--- config.mk ---
export PLATFORM = sky130hd
export DESIGN_NAME = fp16_mul_post
export DESIGN_NICKNAME = d
export VERILOG_FILES = /design/src/rtl/fp16_mul_post.sv
export SDC_FILE = /design/constraint.sdc
export NUM_CORES = 1
export LEC_CHECK = 0
export CORE_UTILIZATION = 51
export CTS_CLUSTER_DIAMETER = 50
export DETAILED_ROUTE_END_ITERATION = 10
export PLACE_DENSITY = 0.86
export SLEW_MARGIN = 5
export SYNTH_ARGS = -nofsm -noshare
export SYNTH_HDL_FRONTEND = slang
export SYNTH_SLANG_ARGS = --single-unit
--- constraint.sdc ---
create_clock -name CLK -period 4.35 [get_ports CLK]
set_input_delay 0.435 -clock CLK [delete_from_list [all_inputs] [get_ports CLK]]
set_output_delay 0.435 -clock CLK [all_outputs]
set_load 0.01 [all_outputs]
--- src/rtl/fp16_mul_post.sv ---
// FP16 multiply wrapper around an external one-cycle significand multiplier:
// operand unpack, side-band pipeline, normalise, RNE round, pack and flags.
module fp16_mul_post #(
  parameter int          BIAS = 15,
  parameter logic [15:0] QNAN = 16'h7E00
) (
  input  logic        CLK,
  input  logic        RST,
  input  logic        flush,
  input  logic        op_valid,
  input  logic [15:0] op_a,
  input  logic [15:0] op_b,
  output logic [9:0]  mul_a,
  output logic [9:0]  mul_b,
  output logic        mul_azero,
  output logic        mul_bzero,
  input  logic [23:0] mul_s,
  output logic        res_valid,
  output logic [15:0] res,
  output logic        flag_ovf,
  output logic        flag_unf,
  output logic        flag_inx,
  output logic        flag_inv
);

  logic [15:0] op_w [2];
  logic [1:0]  hidden, is_nan, is_inf, is_zero;
  logic [4:0]  e_eff [2];

  assign op_w[0] = op_a;
  assign op_w[1] = op_b;

  genvar gi;
  generate
    for (gi = 0; gi < 2; gi++) begin : g_dec
      assign hidden[gi]  = |op_w[gi][14:10];
      assign is_nan[gi]  = (&op_w[gi][14:10]) & (|op_w[gi][9:0]);
      assign is_inf[gi]  = (&op_w[gi][14:10]) & ~(|op_w[gi][9:0]);
      assign is_zero[gi] = ~(|op_w[gi][14:0]);
      assign e_eff[gi]   = hidden[gi] ? op_w[gi][14:10] : 5'd1;
    end
  endgenerate

  assign mul_a     = op_a[9:0];
  assign mul_b     = op_b[9:0];
  assign mul_azero = hidden[0];
  assign mul_bzero = hidden[1];

  logic signed [6:0] esum_next;
  assign esum_next = 7'(e_eff[0]) + 7'(e_eff[1]) - 7'(BIAS);

  // Stage 0: side-band aligned with the multiplier's registered product
  logic              s0_valid_reg, s0_sign_reg, s0_nan_reg, s0_inf_reg, s0_zero_reg, s0_inv_reg;
  logic signed [6:0] s0_esum_reg;

  always_ff @(posedge CLK or negedge RST) begin
    if (!RST) begin
      s0_valid_reg <= 1'b0;
      s0_sign_reg  <= 1'b0;
      s0_nan_reg   <= 1'b0;
      s0_inf_reg   <= 1'b0;
      s0_zero_reg  <= 1'b0;
      s0_inv_reg   <= 1'b0;
      s0_esum_reg  <= '0;
    end else begin
      s0_valid_reg <= op_valid & ~flush;
      s0_sign_reg  <= op_a[15] ^ op_b[15];
      s0_nan_reg   <= |is_nan;
      s0_inf_reg   <= |is_inf;
      s0_zero_reg  <= |is_zero;
      s0_inv_reg   <= (is_inf[0] & is_zero[1]) | (is_zero[0] & is_inf[1]);
      s0_esum_reg  <= esum_next;
    end
  end

  // Stage 1: normalise the product so the leading one lands on bit 20
  logic [21:0]       p;
  logic [4:0]        lzc;
  logic [19:0]       norm;
  logic [9:0]        frac1;
  logic              guard1, sticky1;
  logic signed [6:0] e1;

  assign p = mul_s[21:0];

  always_comb begin
    lzc = 5'd0;
    for (int i = 0; i < 21; i++) begin
      if (p[i]) lzc = 5'(20 - i);
    end
    norm = p[19:0] << lzc;
    if (p[21]) begin
      frac1   = p[20:11];
      guard1  = p[10];
      sticky1 = |p[9:0];
      e1      = s0_esum_reg + 7'sd1;
    end else begin
      frac1   = norm[19:10];
      guard1  = norm[9];
      sticky1 = |norm[8:0];
      e1      = s0_esum_reg - $signed({2'b00, lzc});
    end
  end

  logic              s1_valid_reg, s1_sign_reg, s1_nan_reg, s1_inf_reg, s1_zero_reg, s1_inv_reg;
  logic              s1_guard_reg, s1_sticky_reg;
  logic [9:0]        s1_frac_reg;
  logic signed [6:0] s1_e_reg;

  always_ff @(posedge CLK or negedge RST) begin
    if (!RST) begin
      s1_valid_reg  <= 1'b0;
      s1_sign_reg   <= 1'b0;
      s1_nan_reg    <= 1'b0;
      s1_inf_reg    <= 1'b0;
      s1_zero_reg   <= 1'b0;
      s1_inv_reg    <= 1'b0;
      s1_guard_reg  <= 1'b0;
      s1_sticky_reg <= 1'b0;
      s1_frac_reg   <= '0;
      s1_e_reg      <= '0;
    end else begin
      s1_valid_reg  <= s0_valid_reg & ~flush;
      s1_sign_reg   <= s0_sign_reg;
      s1_nan_reg    <= s0_nan_reg;
      s1_inf_reg    <= s0_inf_reg;
      s1_zero_reg   <= s0_zero_reg | ~(|mul_s);
      s1_inv_reg    <= s0_inv_reg;
      s1_guard_reg  <= guard1;
      s1_sticky_reg <= sticky1;
      s1_frac_reg   <= frac1;
      s1_e_reg      <= e1;
    end
  end

  // Stage 2: round to nearest even, then resolve specials by priority
  logic [10:0]       sum;
  logic signed [6:0] e2;
  logic [15:0]       res_next;
  logic              ovf_next, unf_next, inx_next, inv_next;

  always_comb begin
    sum      = {1'b0, s1_frac_reg}
             + {10'b0, s1_guard_reg & (s1_sticky_reg | s1_frac_reg[0])};
    e2       = s1_e_reg + $signed({6'b0, sum[10]});
    res_next = {s1_sign_reg, e2[4:0], sum[9:0]};
    ovf_next = 1'b0;
    unf_next = 1'b0;
    inx_next = s1_guard_reg | s1_sticky_reg;
    inv_next = 1'b0;
    if (s1_nan_reg | s1_inv_reg) begin
      res_next = QNAN;
      inx_next = 1'b0;
      inv_next = s1_inv_reg;
    end else if (s1_inf_reg) begin
      res_next = {s1_sign_reg, 5'h1F, 10'h0};
      inx_next = 1'b0;
    end else if (s1_zero_reg) begin
      res_next = {s1_sign_reg, 15'h0};
      inx_next = 1'b0;
    end else if (e2 >= 7'sd31) begin
      res_next = {s1_sign_reg, 5'h1F, 10'h0};
      ovf_next = 1'b1;
      inx_next = 1'b1;
    end else if (e2 <= 7'sd0) begin
      res_next = {s1_sign_reg, 15'h0};
      unf_next = 1'b1;
      inx_next = 1'b1;
    end
  end

  logic        res_valid_reg, ovf_reg, unf_reg, inx_reg, inv_reg;
  logic [15:0] res_reg;

  always_ff @(posedge CLK or negedge RST) begin
    if (!RST) begin
      res_valid_reg <= 1'b0;
      res_reg       <= '0;
      ovf_reg       <= 1'b0;
      unf_reg       <= 1'b0;
      inx_reg       <= 1'b0;
      inv_reg       <= 1'b0;
    end else begin
      res_valid_reg <= s1_valid_reg & ~flush;
      if (s1_valid_reg & ~flush) begin
        res_reg <= res_next;
        ovf_reg <= ovf_next;
        unf_reg <= unf_next;
        inx_reg <= inx_next;
        inv_reg <= inv_next;
      end
    end
  end

  assign res_valid = res_valid_reg;
  assign res       = res_reg;
  assign flag_ovf  = ovf_reg;
  assign flag_unf  = unf_reg;
  assign flag_inx  = inx_reg;
  assign flag_inv  = inv_reg;

endmodule

==> Implementation_results.wiki <==
{| class="wikitable"
! Metric !! Value
|-
| Die Footprint || around 8900 um^2
|-
| Most frequent CP cell || xnor2_1
|-
| Outcome || completed
|-
| Multi-input gate area in the final layout || about 2500 um^2
|-
| Worst-Skew Late Latency || 0.33 ns
|-
| Max-slew headroom at the worst pin || 0.475
|-
| Detail Route Antenna Nets || 0
|-
| Maximum clock insertion buffer count || 2
|-
| Count of buffers from port buffering || approximately 100
|-
| # diodes || 0
|-
| Library cell with the largest summed area after synthesis || dfrtp_1
|-
| Setup TNS || 0 ns
|-
| Detailed Routing Iterations Pass 1 || 4
|-
| Most used cells in the layout excluding fill and tap cells || 101 x clkdlybuf4s50_1, 59 x dfrtp_1, 45 x nand2_1
|-
| CP Class || in2reg
|-
| Effective utilization at floorplan || 0.528
|-
| First-iteration detailed-routing DRC count || 270
|-
| Largest fanout on the critical path || 14
|-
| CTS buffer count || 9
|-
| Hold bufs inserted after CTS || 0
|-
| Number of clock sinks || just under 60
|-
| Post-CTS setup-driven buffer insertion count || 0
|-
| Post-layout util || 0.668
|-
| Estimated wirelength of the detail-placed design || around 8900 um
|-
| Transition time at the pin with the least slew margin || just under 0.8 ns
|-
| Global-route usage over all layers || 0.267
|-
| Setup crit end kind || flip-flop
|-
| Clock period minus final worst setup slack || 3.75 ns
|-
| Area taken by flip-flops and latches || between 1000 and 1500 um^2
|-
| Total of cells resized after clock tree synthesis || 0
|-
| Ratio of routed vias to standard cells || 5.73
|-
| Fillers || between 700 and 800
|-
| Final Routed Wirelength || 11300 um
|-
| Cell family with the largest share of critical-path delay || simple AND/OR/NAND/NOR gates
|-
| Grt total ovfl || 0
|-
| Root Buffer Master || clkbuf_8
|-
| Max-cap violations || 0
|-
| Fraction of layout instances using a drive strength above 1 || 0.0881
|-
| Clock transition at path regs || approximately 0.07 ns
|-
| Stage delay of the slowest cell on the critical path || roughly 0.56 ns
|-
| Total number of yosys warnings || 0
|-
| Final worst slack || roughly 0.60 ns
|-
| Synth area leaders || dfrtp_1 34%, mux2i_1 6.2%, ha_1 5.7%, nand2_1 3.9%, buf_4 3.8%
|-
| Wire length of the first global-routing pass || around 19000 um
|-
| Critical Path Start Type || input port
|-
| Antenna violations before repair || 0
|-
| Width of the chip || about 95 um
|-
| Vias after detailed routing || around 3900
|-
| Syn_nets || between 500 and 600
|-
| Setup Viol. Count Final || 0
|-
| Global placement routability congestion || roughly 0.96
|-
| Crit path buf inv count || 2
|-
| Endpoint required time on the critical path || approximately 4.6 ns
|-
| Total power || 1.97 mW
|-
| Unrepaired setup endpoints after global routing || no
|-
| Synth Cell Area || 4360 um^2
|-
| Area share of the largest cell type after synthesis || 0.338
|-
| Number of I/O pins || around 100
|-
| Placeable core area || between 8000 and 9000 um^2
|-
| Worst slack at placement || around 0.41 ns
|-
| Number of failing hold endpoints at the final stage || 0
|-
| Period utilisation layout || 0.863
|-
| Number of global-route vias before repair || between 3000 and 4000
|-
| Average wire per standard cell || around 17 um
|-
| Clock tree skew after final layout || around 0.014 ns
|-
| Total number of H-tree levels || 3
|-
| Most common cell after layout, fill and taps aside || clkdlybuf4s50_1
|-
| Distinct cell type count after synthesis || 64
|-
| Type of the worst min-delay path || in2async
|-
| Cell area after placement || approximately 5300 um^2
|-
| Residual DRC count || 0
|-
| CP max stage cell || clkdlybuf4s50_1
|-
| Average footprint of a synthesized cell || ~8.8 um^2
|-
| Die height || about 95 um
|-
| Final #Nets || 656
|-
| Number of flops mapped to enable cells by yosys || 0
|-
| Static power due to leakage || roughly 2.4 nW
|-
| Maximum number of pins on one net before global-route repair || 60
|-
| Maximum operating frequency || around 270 MHz
|-
| Total power per unit cell area || ~360 nW/um^2
|-
| Flip-flop count of the largest register, all copies and words added || 16
|-
| Worst EP arrival || 4.00 ns
|-
| Maximum resistive drop on vdd || ~170 uV
|-
| Post-synthesis cell count || roughly 500
|-
| Slew Viols, Final || 0
|-
| Seq/Total Area, Yosys || 0.338
|-
| Count of standard-cell rows || 33
|-
| Share of async-settable or async-resettable flops after synthesis || 1.00
|-
| Most frequently used flop master after synthesis || dfrtp_1
|-
| CTS tree || built
|-
| Number of synthesized register bits || 59
|-
| Post-route cell area || around 5500 um^2
|-
| Cell chain of the critical path || clkdlybuf4s50_1, nor3b_1, o41ai_2, nand2_4, nor3_1, xnor2_1, nor2_1, ha_1, inv_1, o21bai_1, a21o_1, a21oi_1, xor2_1, xnor2_1
|-
| Layout overhead on the synthesized area || 26.5%
|}
[cell usage after synthesis (11+ instances only)]
cell	instances
mux2i_1	27
nor4_1	11
ha_1	20
nor2_1	43
dfrtp_1	59
buf_4	22
xnor2_1	17
nand2_1	45
nand3_1	16
inv_1	21
a21oi_1	25
clkbuf_1	16
o21ai_0	24
[stage by stage]
stage	hold slack [ns]	cells
after floorplan	0.139	496
after global placement	0.335	668
after detailed placement	0.339	668
after CTS	0.248	684
after global routing	0.295	684
final	0.230	684
[worst reg2reg max path: cells and delay by family, from the launching register on]
kind	cells	cell delay, ns
AO/OA/AOI/OAI	3	0.54
XOR/XNOR	1	0.22
flip-flops	1	0.36
adder cells (fa/ha/maj)	4	0.79
AND/OR/NAND/NOR	9	1.56
[kinds of logic after synthesis]
family	after synthesis	share of synthesized area
XOR/XNOR	27	0.0542
adder cells (fa/ha/maj)	22	0.0665
multiplexers	40	0.101
buffers and inverters	70	0.0849
AO/OA/AOI/OAI	115	0.174
AND/OR/NAND/NOR	163	0.180
flip-flops	59	0.338
[report_power, final]
group	internal, mW	total (mW)	leakage [nW]	switching (mW)
clock network	0.295	0.503	0.106	0.208
registers	0.667	0.745	0.730	0.0782
logic	0.369	0.721	1.61	0.352
total	1.33	1.97	2.44	0.638
[layer usage]
| layer | global-route usage | vias to the layer above | share of wire |
|---|---|---|---|
| li1 | - | 1910 | - |
| met1 | 0.370 | 1846 | 0.44 |
| met2 | 0.438 | 152 | 0.48 |
| met3 | 0.0242 | 14 | 0.057 |
| met4 | 0.0896 | 0 | 0.015 |
| met5 | 0 | - | 0 |
[cell type report]
| cell class | count | area share |
|---|---|---|
| Clock buffer | 12 | 0.0281 |
| Clock inverter | 4 | 0.00884 |
| Inverter | 24 | 0.0168 |
| Multi-Input combinational cell | 367 | 0.456 |
| Sequential cell | 59 | 0.267 |
| Tap cell | 105 | 0.0238 |
| Timing Repair Buffer | 113 | 0.199 |
[final timing paths]
kind / cells after the start / to / slack (ns) / startpoint
max reg2reg: 17 / res[4] / 0.82 / s1_sticky_reg
min reg2reg: 0 / s1_sign_reg / 0.35 / s0_sign_reg
min in group CLK: 0 / s1_sign_reg / 0.35 / s0_sign_reg
min: 2 / s0_valid_reg / 0.23 / RST
max in group asynchronous: 2 / s1_guard_reg / 3.66 / RST
max: 14 / s1_e_reg[6] / 0.60 / mul_s[13]
Power figures use the tool's default switching activity.
==> RTL edit 1, RTL diff (same flow settings) <==
Add an input register stage for `flush`, `op_valid`, `op_a`, `op_b` and `mul_s`; this delays them by one clock.
--- a/src/rtl/fp16_mul_post.sv
+++ b/src/rtl/fp16_mul_post.sv
@@ -23,12 +23,26 @@
   output logic        flag_inv
 );
 
+  logic flush_q;
+  logic op_valid_q;
+  logic [15:0] op_a_q;
+  logic [15:0] op_b_q;
+  logic [23:0] mul_s_q;
+
+  always_ff @(posedge CLK) begin
+    flush_q    <= flush;
+    op_valid_q <= op_valid;
+    op_a_q     <= op_a;
+    op_b_q     <= op_b;
+    mul_s_q    <= mul_s;
+  end
+
   logic [15:0] op_w [2];
   logic [1:0]  hidden, is_nan, is_inf, is_zero;
   logic [4:0]  e_eff [2];
 
-  assign op_w[0] = op_a;
-  assign op_w[1] = op_b;
+  assign op_w[0] = op_a_q;
+  assign op_w[1] = op_b_q;
 
   genvar gi;
   generate
@@ -41,8 +55,8 @@
     end
   endgenerate
 
-  assign mul_a     = op_a[9:0];
-  assign mul_b     = op_b[9:0];
+  assign mul_a     = op_a_q[9:0];
+  assign mul_b     = op_b_q[9:0];
   assign mul_azero = hidden[0];
   assign mul_bzero = hidden[1];
 
@@ -63,8 +77,8 @@
       s0_inv_reg   <= 1'b0;
       s0_esum_reg  <= '0;
     end else begin
-      s0_valid_reg <= op_valid & ~flush;
-      s0_sign_reg  <= op_a[15] ^ op_b[15];
+      s0_valid_reg <= op_valid_q & ~flush_q;
+      s0_sign_reg  <= op_a_q[15] ^ op_b_q[15];
       s0_nan_reg   <= |is_nan;
       s0_inf_reg   <= |is_inf;
       s0_zero_reg  <= |is_zero;
@@ -81,7 +95,7 @@
   logic              guard1, sticky1;
   logic signed [6:0] e1;
 
-  assign p = mul_s[21:0];
+  assign p = mul_s_q[21:0];
 
   always_comb begin
     lzc = 5'd0;
@@ -120,11 +134,11 @@
       s1_frac_reg   <= '0;
       s1_e_reg      <= '0;
     end else begin
-      s1_valid_reg  <= s0_valid_reg & ~flush;
+      s1_valid_reg  <= s0_valid_reg & ~flush_q;
       s1_sign_reg   <= s0_sign_reg;
       s1_nan_reg    <= s0_nan_reg;
       s1_inf_reg    <= s0_inf_reg;
-      s1_zero_reg   <= s0_zero_reg | ~(|mul_s);
+      s1_zero_reg   <= s0_zero_reg | ~(|mul_s_q);
       s1_inv_reg    <= s0_inv_reg;
       s1_guard_reg  <= guard1;
       s1_sticky_reg <= sticky1;
@@ -181,8 +195,8 @@
       inx_reg       <= 1'b0;
       inv_reg       <= 1'b0;
     end else begin
-      res_valid_reg <= s1_valid_reg & ~flush;
-      if (s1_valid_reg & ~flush) begin
+      res_valid_reg <= s1_valid_reg & ~flush_q;
+      if (s1_valid_reg & ~flush_q) begin
         res_reg <= res_next;
         ovf_reg <= ovf_next;
         unf_reg <= unf_next;
Formal check against the unedited RTL: not equivalent (a bounded check fails within 4 cycles, from zero or initial values and one cycle with RST low).
==> RTL edit 1 against the original RTL <==
- wire length up 22%
- fmax increased by 2.9%
- sequential cell count is 58 higher
- cell area increased by 28%
- die area rose by 25%
- power up 74%
- worst setup slack improved by 110 ps
- area after synthesis increased by 26%
- largest power group is now clock
- highest routed layer unchanged
==> RTL edit 1: results (changes against the original RTL) <==
result of the run completed (unchanged); final setup vio count 0 (unchanged); maximum single-stage delay on the critical path 500 ps (was 560 ps); CTS buffer count 17 (was 9); DRC violation total after the first TritonRoute iteration 499 (was 270); First-pass DRT Iterations 5 (was 4); leading post-synthesis cells by instance count dfrtp_1, dfxtp_1, nor2_1 (was dfrtp_1, nand2_1, nor2_1); launch point of the critical path s1_sticky_reg$_DFF_PN0_ (was mul_s[13]); cell types with the largest area share after synthesis dfrtp_1, dfxtp_1, ha_1 (was dfrtp_1, mux2i_1, ha_1); share of the clock period used by the worst path 0.839 (was 0.863); share of final-layout standard cells stronger than drive strength 1 0.0819 (was 0.0881); flip-flop count of the largest register after layout 24 (was 16); sequential element share of the synthesized area 0.481 (was 0.338); register-to-register setup slack 700 ps (was 820 ps); Final nets 728 (was 656); tightest hold margin 55.7 ps (was 230 ps); Synth Net Count 644 (was 578); total wire length after detailed routing 13.8 mm (was 11.3 mm); leakage power total 3.08 nW (was 2.44 nW); DPL Wire Length 9.91 mm (was 8.90 mm); global-route usage over all layers 0.261 (was 0.267); Post-Place Worst Slack 725 ps (was 414 ps); number of cells traversed by the worst register-to-register path 15 (was 17); maximum fanout along the worst path 4 (was 14); slowest stage cell on the critical path or4b_1 (was clkdlybuf4s50_1); FFs w/ async S/R, synth 0.504 (was 1.00); count of filler cells inserted in the layout 813 (was 715); Post-Route M1 WL 5.80 mm (was 5.02 mm); Met2 Wirelength 6.97 mm (was 5.46 mm); met2 track demand over resource 0.447 (was 0.438); Sw Ratio 0.278 (was 0.324); Routability Congestion 0.892 (was 0.962); met1 track demand over resource 0.328 (was 0.370); Least-Margin Pin Slew 794 ps (was 781 ps); later-pin clock latency in the skew report 500 ps (was 330 ps); count of H-tree levels built during CTS 4 (was 3); critical path arrival 4040 ps (was 4000 ps); total length of routed met3 wires 751 um (was 645 um); IR drop worst, VDD 283 uV (was 172 uV); global-route wire length before repair 22.7 mm (was 18.6 mm); number of distinct library cell variants in the gate-level netlist after synthesis 67 (was 64); GR Util met3 0.0495 (was 0.0242); Setup Skew 8.25 ps (was 14.3 ps); Via density 5.70 (was 5.73)
-- RTL edit 1: changes by cell type in the layout (fill, tap and decap cells not counted), moves of 7 or more --
cell       unedited run  this run
a211oi_1              0         8
and3_1                7        15
clkbuf_16             0        16
clkbuf_8             11         2
dfxtp_1               0        58
mux2_2               10         3
mux2i_1              27        12
nand2_1              45        37
nand3_1              16        31
o31ai_1               0         8
-- RTL edit 1: layout make-up --
cell class | instances | share of cell area
Sequential cell | 117 | 0.373
Timing Repair Buffer | 110 | 0.152
Multi-Input combinational cell | 376 | 0.352
Tap cell | 136 | 0.0241
Clock inverter | 13 | 0.0244
Inverter | 24 | 0.0131
Clock buffer | 19 | 0.0611
-- RTL edit 1: through the flow --
step                      cells  instance area [sq um]
after floorplan             562                   5480
after global placement      763                   6460
after detailed placement    763                   6460
after CTS                   795                   7070
final                       795                   7070
after global routing        795                   7070
-- RTL edit 1: cells by family (layout without fill, tap and decap cells) --
logic type | after synthesis | in the layout | synth area share
and+or+nand+nor | 174 | 174 | 0.157
AOI/OAI and AO/OA | 139 | 139 | 0.174
DFF | 117 | 117 | 0.481
buffers and inverters | 69 | 166 | 0.0655
xor gates and xnor gates | 26 | 26 | 0.0415
adders and majority gates | 22 | 22 | 0.0530
muxes | 15 | 15 | 0.0281
-- RTL edit 1: power by group through the flow --
| stage | Clock, mW | Combinational, mW | Sequential (mW) |
|---|---|---|---|
| after floorplan | 0 | 0.366 | 1.36 |
| final | 1.41 | 0.685 | 1.33 |
| after detailed placement | 0 | 0.670 | 1.35 |
| after CTS | 1.42 | 0.686 | 1.33 |
| after global placement | 0 | 0.653 | 1.34 |
| after global routing | 1.48 | 0.748 | 1.35 |
==> RTL edit 2, RTL diff (same flow settings) <==
Without the edit above. `QNAN`: 16'h7E00 -> 16'h5E80.
--- a/src/rtl/fp16_mul_post.sv
+++ b/src/rtl/fp16_mul_post.sv
@@ -2,7 +2,7 @@
 // operand unpack, side-band pipeline, normalise, RNE round, pack and flags.
 module fp16_mul_post #(
   parameter int          BIAS = 15,
-  parameter logic [15:0] QNAN = 16'h7E00
+  parameter logic [15:0] QNAN = 16'h5E80
 ) (
   input  logic        CLK,
   input  logic        RST,
Function: changed (a bounded check fails within 4 cycles, from zero or initial values and one cycle with RST low).
==> RTL edit 2 against the original RTL <==
- power is 2.5% higher
- area after synthesis rose by 2.4%
- sequential power rose by 0.5%
- utilization increased by 0.90 points
- sequential cell count did not move
- worst setup slack worse by 190 ps
- final cell count rose by 2.9%
- synthesized cell count up 4.0%
- count of clock-buffer cells in the layout is 1 lower
- largest power group is now combinational cells
- worst hold slack better by 15 ps
- cell area rose by 2.4%
- first-iteration DRC count is 92% higher
- critical path type is now flop to flop
- wire length is 14% higher
==> RTL edit 2: results (changes against the original RTL) <==
maximum fanout along the worst path 6 (was 14); Post-Place Worst Slack 266 ps (was 414 ps); number of instances in the placed design 689 (was 668); DRC violation total after the first TritonRoute iteration 518 (was 270); drt wl/cell 18.3 um (was 16.5 um); global-route wire length before repair 20.1 mm (was 18.6 mm); sequential element share of the synthesized area 0.330 (was 0.338); total wire length after detailed routing 12.9 mm (was 11.3 mm); IR drop worst, VDD 158 uV (was 172 uV); maximum single-stage delay on the critical path 490 ps (was 560 ps); result of the run completed (unchanged); critical path arrival 4180 ps (was 4000 ps); synthesized-area fraction occupied by xor and xnor cells 0.0529 (was 0.0542); number of distinct library cell variants in the gate-level netlist after synthesis 72 (was 64); DPL Wire Length 9.99 mm (was 8.90 mm); First-pass DRT Iterations 6 (was 4); adder-cell share of the synthesized area 0.0650 (was 0.0665); compound-gate portion of the synthesized area 0.222 (was 0.174); cell types with the largest area share after synthesis dfrtp_1, ha_1, nand2_1 (was dfrtp_1, mux2i_1, ha_1); Final nets 677 (was 656); Routability Congestion 0.969 (was 0.962); via count of the first global-routing pass 4106 (was 3861); Setup Skew 8.04 ps (was 14.3 ps); count of vias placed by the detailed router 4386 (was 3922); leading post-synthesis cells by instance count dfrtp_1, nand2_1, nor2_1 (unchanged); gate count after technology mapping 516 (was 496); slowest stage cell on the critical path or4_4 (was clkdlybuf4s50_1)
-- RTL edit 2: changes by cell type in the layout (fill, tap and decap cells not counted), sizes merged, moves of 5 or more --
| cell | before | now |
|---|---|---|
| a31oi | 7 | 13 |
| and2 | 1 | 7 |
| mux2 | 11 | 6 |
| mux2i | 27 | 11 |
| nand3 | 16 | 22 |
| nand4 | 0 | 5 |
| nor2 | 43 | 37 |
| o21a | 1 | 8 |
| o22ai | 10 | 4 |
-- RTL edit 2: worst paths after layout --
| path | from | cells after the start | to | slack [ps] |
|---|---|---|---|---|
| worst max-delay path | s1_frac_reg[0]$_DFF_PN0_ | 17 | res[8]$_DFFE_PN0P_ | 410 |
| worst min-delay path | RST | 2 | res[10]$_DFFE_PN0P_ | 240 |
| worst max register to register | s1_frac_reg[0]$_DFF_PN0_ | 17 | res[8]$_DFFE_PN0P_ | 410 |
| worst min register to register | s0_sign_reg$_DFF_PN0_ | 0 | s1_sign_reg$_DFF_PN0_ | 350 |
| max in group asynchronous | RST | 2 | res[9]$_DFFE_PN0P_ | 3630 |
| min in group CLK | s0_sign_reg$_DFF_PN0_ | 0 | s1_sign_reg$_DFF_PN0_ | 350 |
-- RTL edit 2: timing repair --
action                                  in CTS  in global routing
gates resized for setup                      0                  2
buffers inserted                             0                  0
endpoints found under the setup margin       0                  6
-- RTL edit 2: per-layer routing --
layer / wire length [um] / track usage
met5: 0 / 0
met4: 355 / 0.116
met3: 945 / 0.0478
met2: 6350 / 0.482
met1: 5200 / 0.374
-- RTL edit 2: worst register-to-register path, stage by stage (launching register included) --
cell and delay, ps:
dfrtp_1 360, o21a_1 120, ha_1 170, ha_1 190
nand3_1 120, nor2_1 190, and3_1 220, and3_1 220
ha_1 190, ha_1 220, and2_1 180, nand4_1 180
xnor2_1 230, nor2_1 140, a31oi_2 220, nand4_1 190
or4_4 490, o21ai_0 220
-- RTL edit 2: cell families (layout without fill, tap and decap cells) --
family / count (synthesis) / count (layout)
xor gates and xnor gates: 27 / 27
and+or+nand+nor: 174 / 174
muxes: 19 / 19
AOI/OAI and AO/OA: 141 / 141
adders and majority gates: 22 / 22
buffers and inverters: 74 / 157
DFF: 59 / 59
-- RTL edit 2: area by class of cell --
type / instances / area, sq um
Inverter: 25 / 96.3
Clock inverter: 4 / 50.0
Tap cell: 105 / 131
Timing Repair Buffer: 117 / 1130
Sequential cell: 59 / 1480
Multi-Input combinational cell: 383 / 2620
Clock buffer: 11 / 151
Fill cell: 658 / 2690
-- RTL edit 2: power breakdown --
group	total [mW]	leakage [nW]	internal, mW	switching [mW]
clock network	0.509	0.0974	0.291	0.217
registers	0.749	0.730	0.667	0.0819
logic	0.761	1.59	0.386	0.374
total	2.02	2.41	1.34	0.674
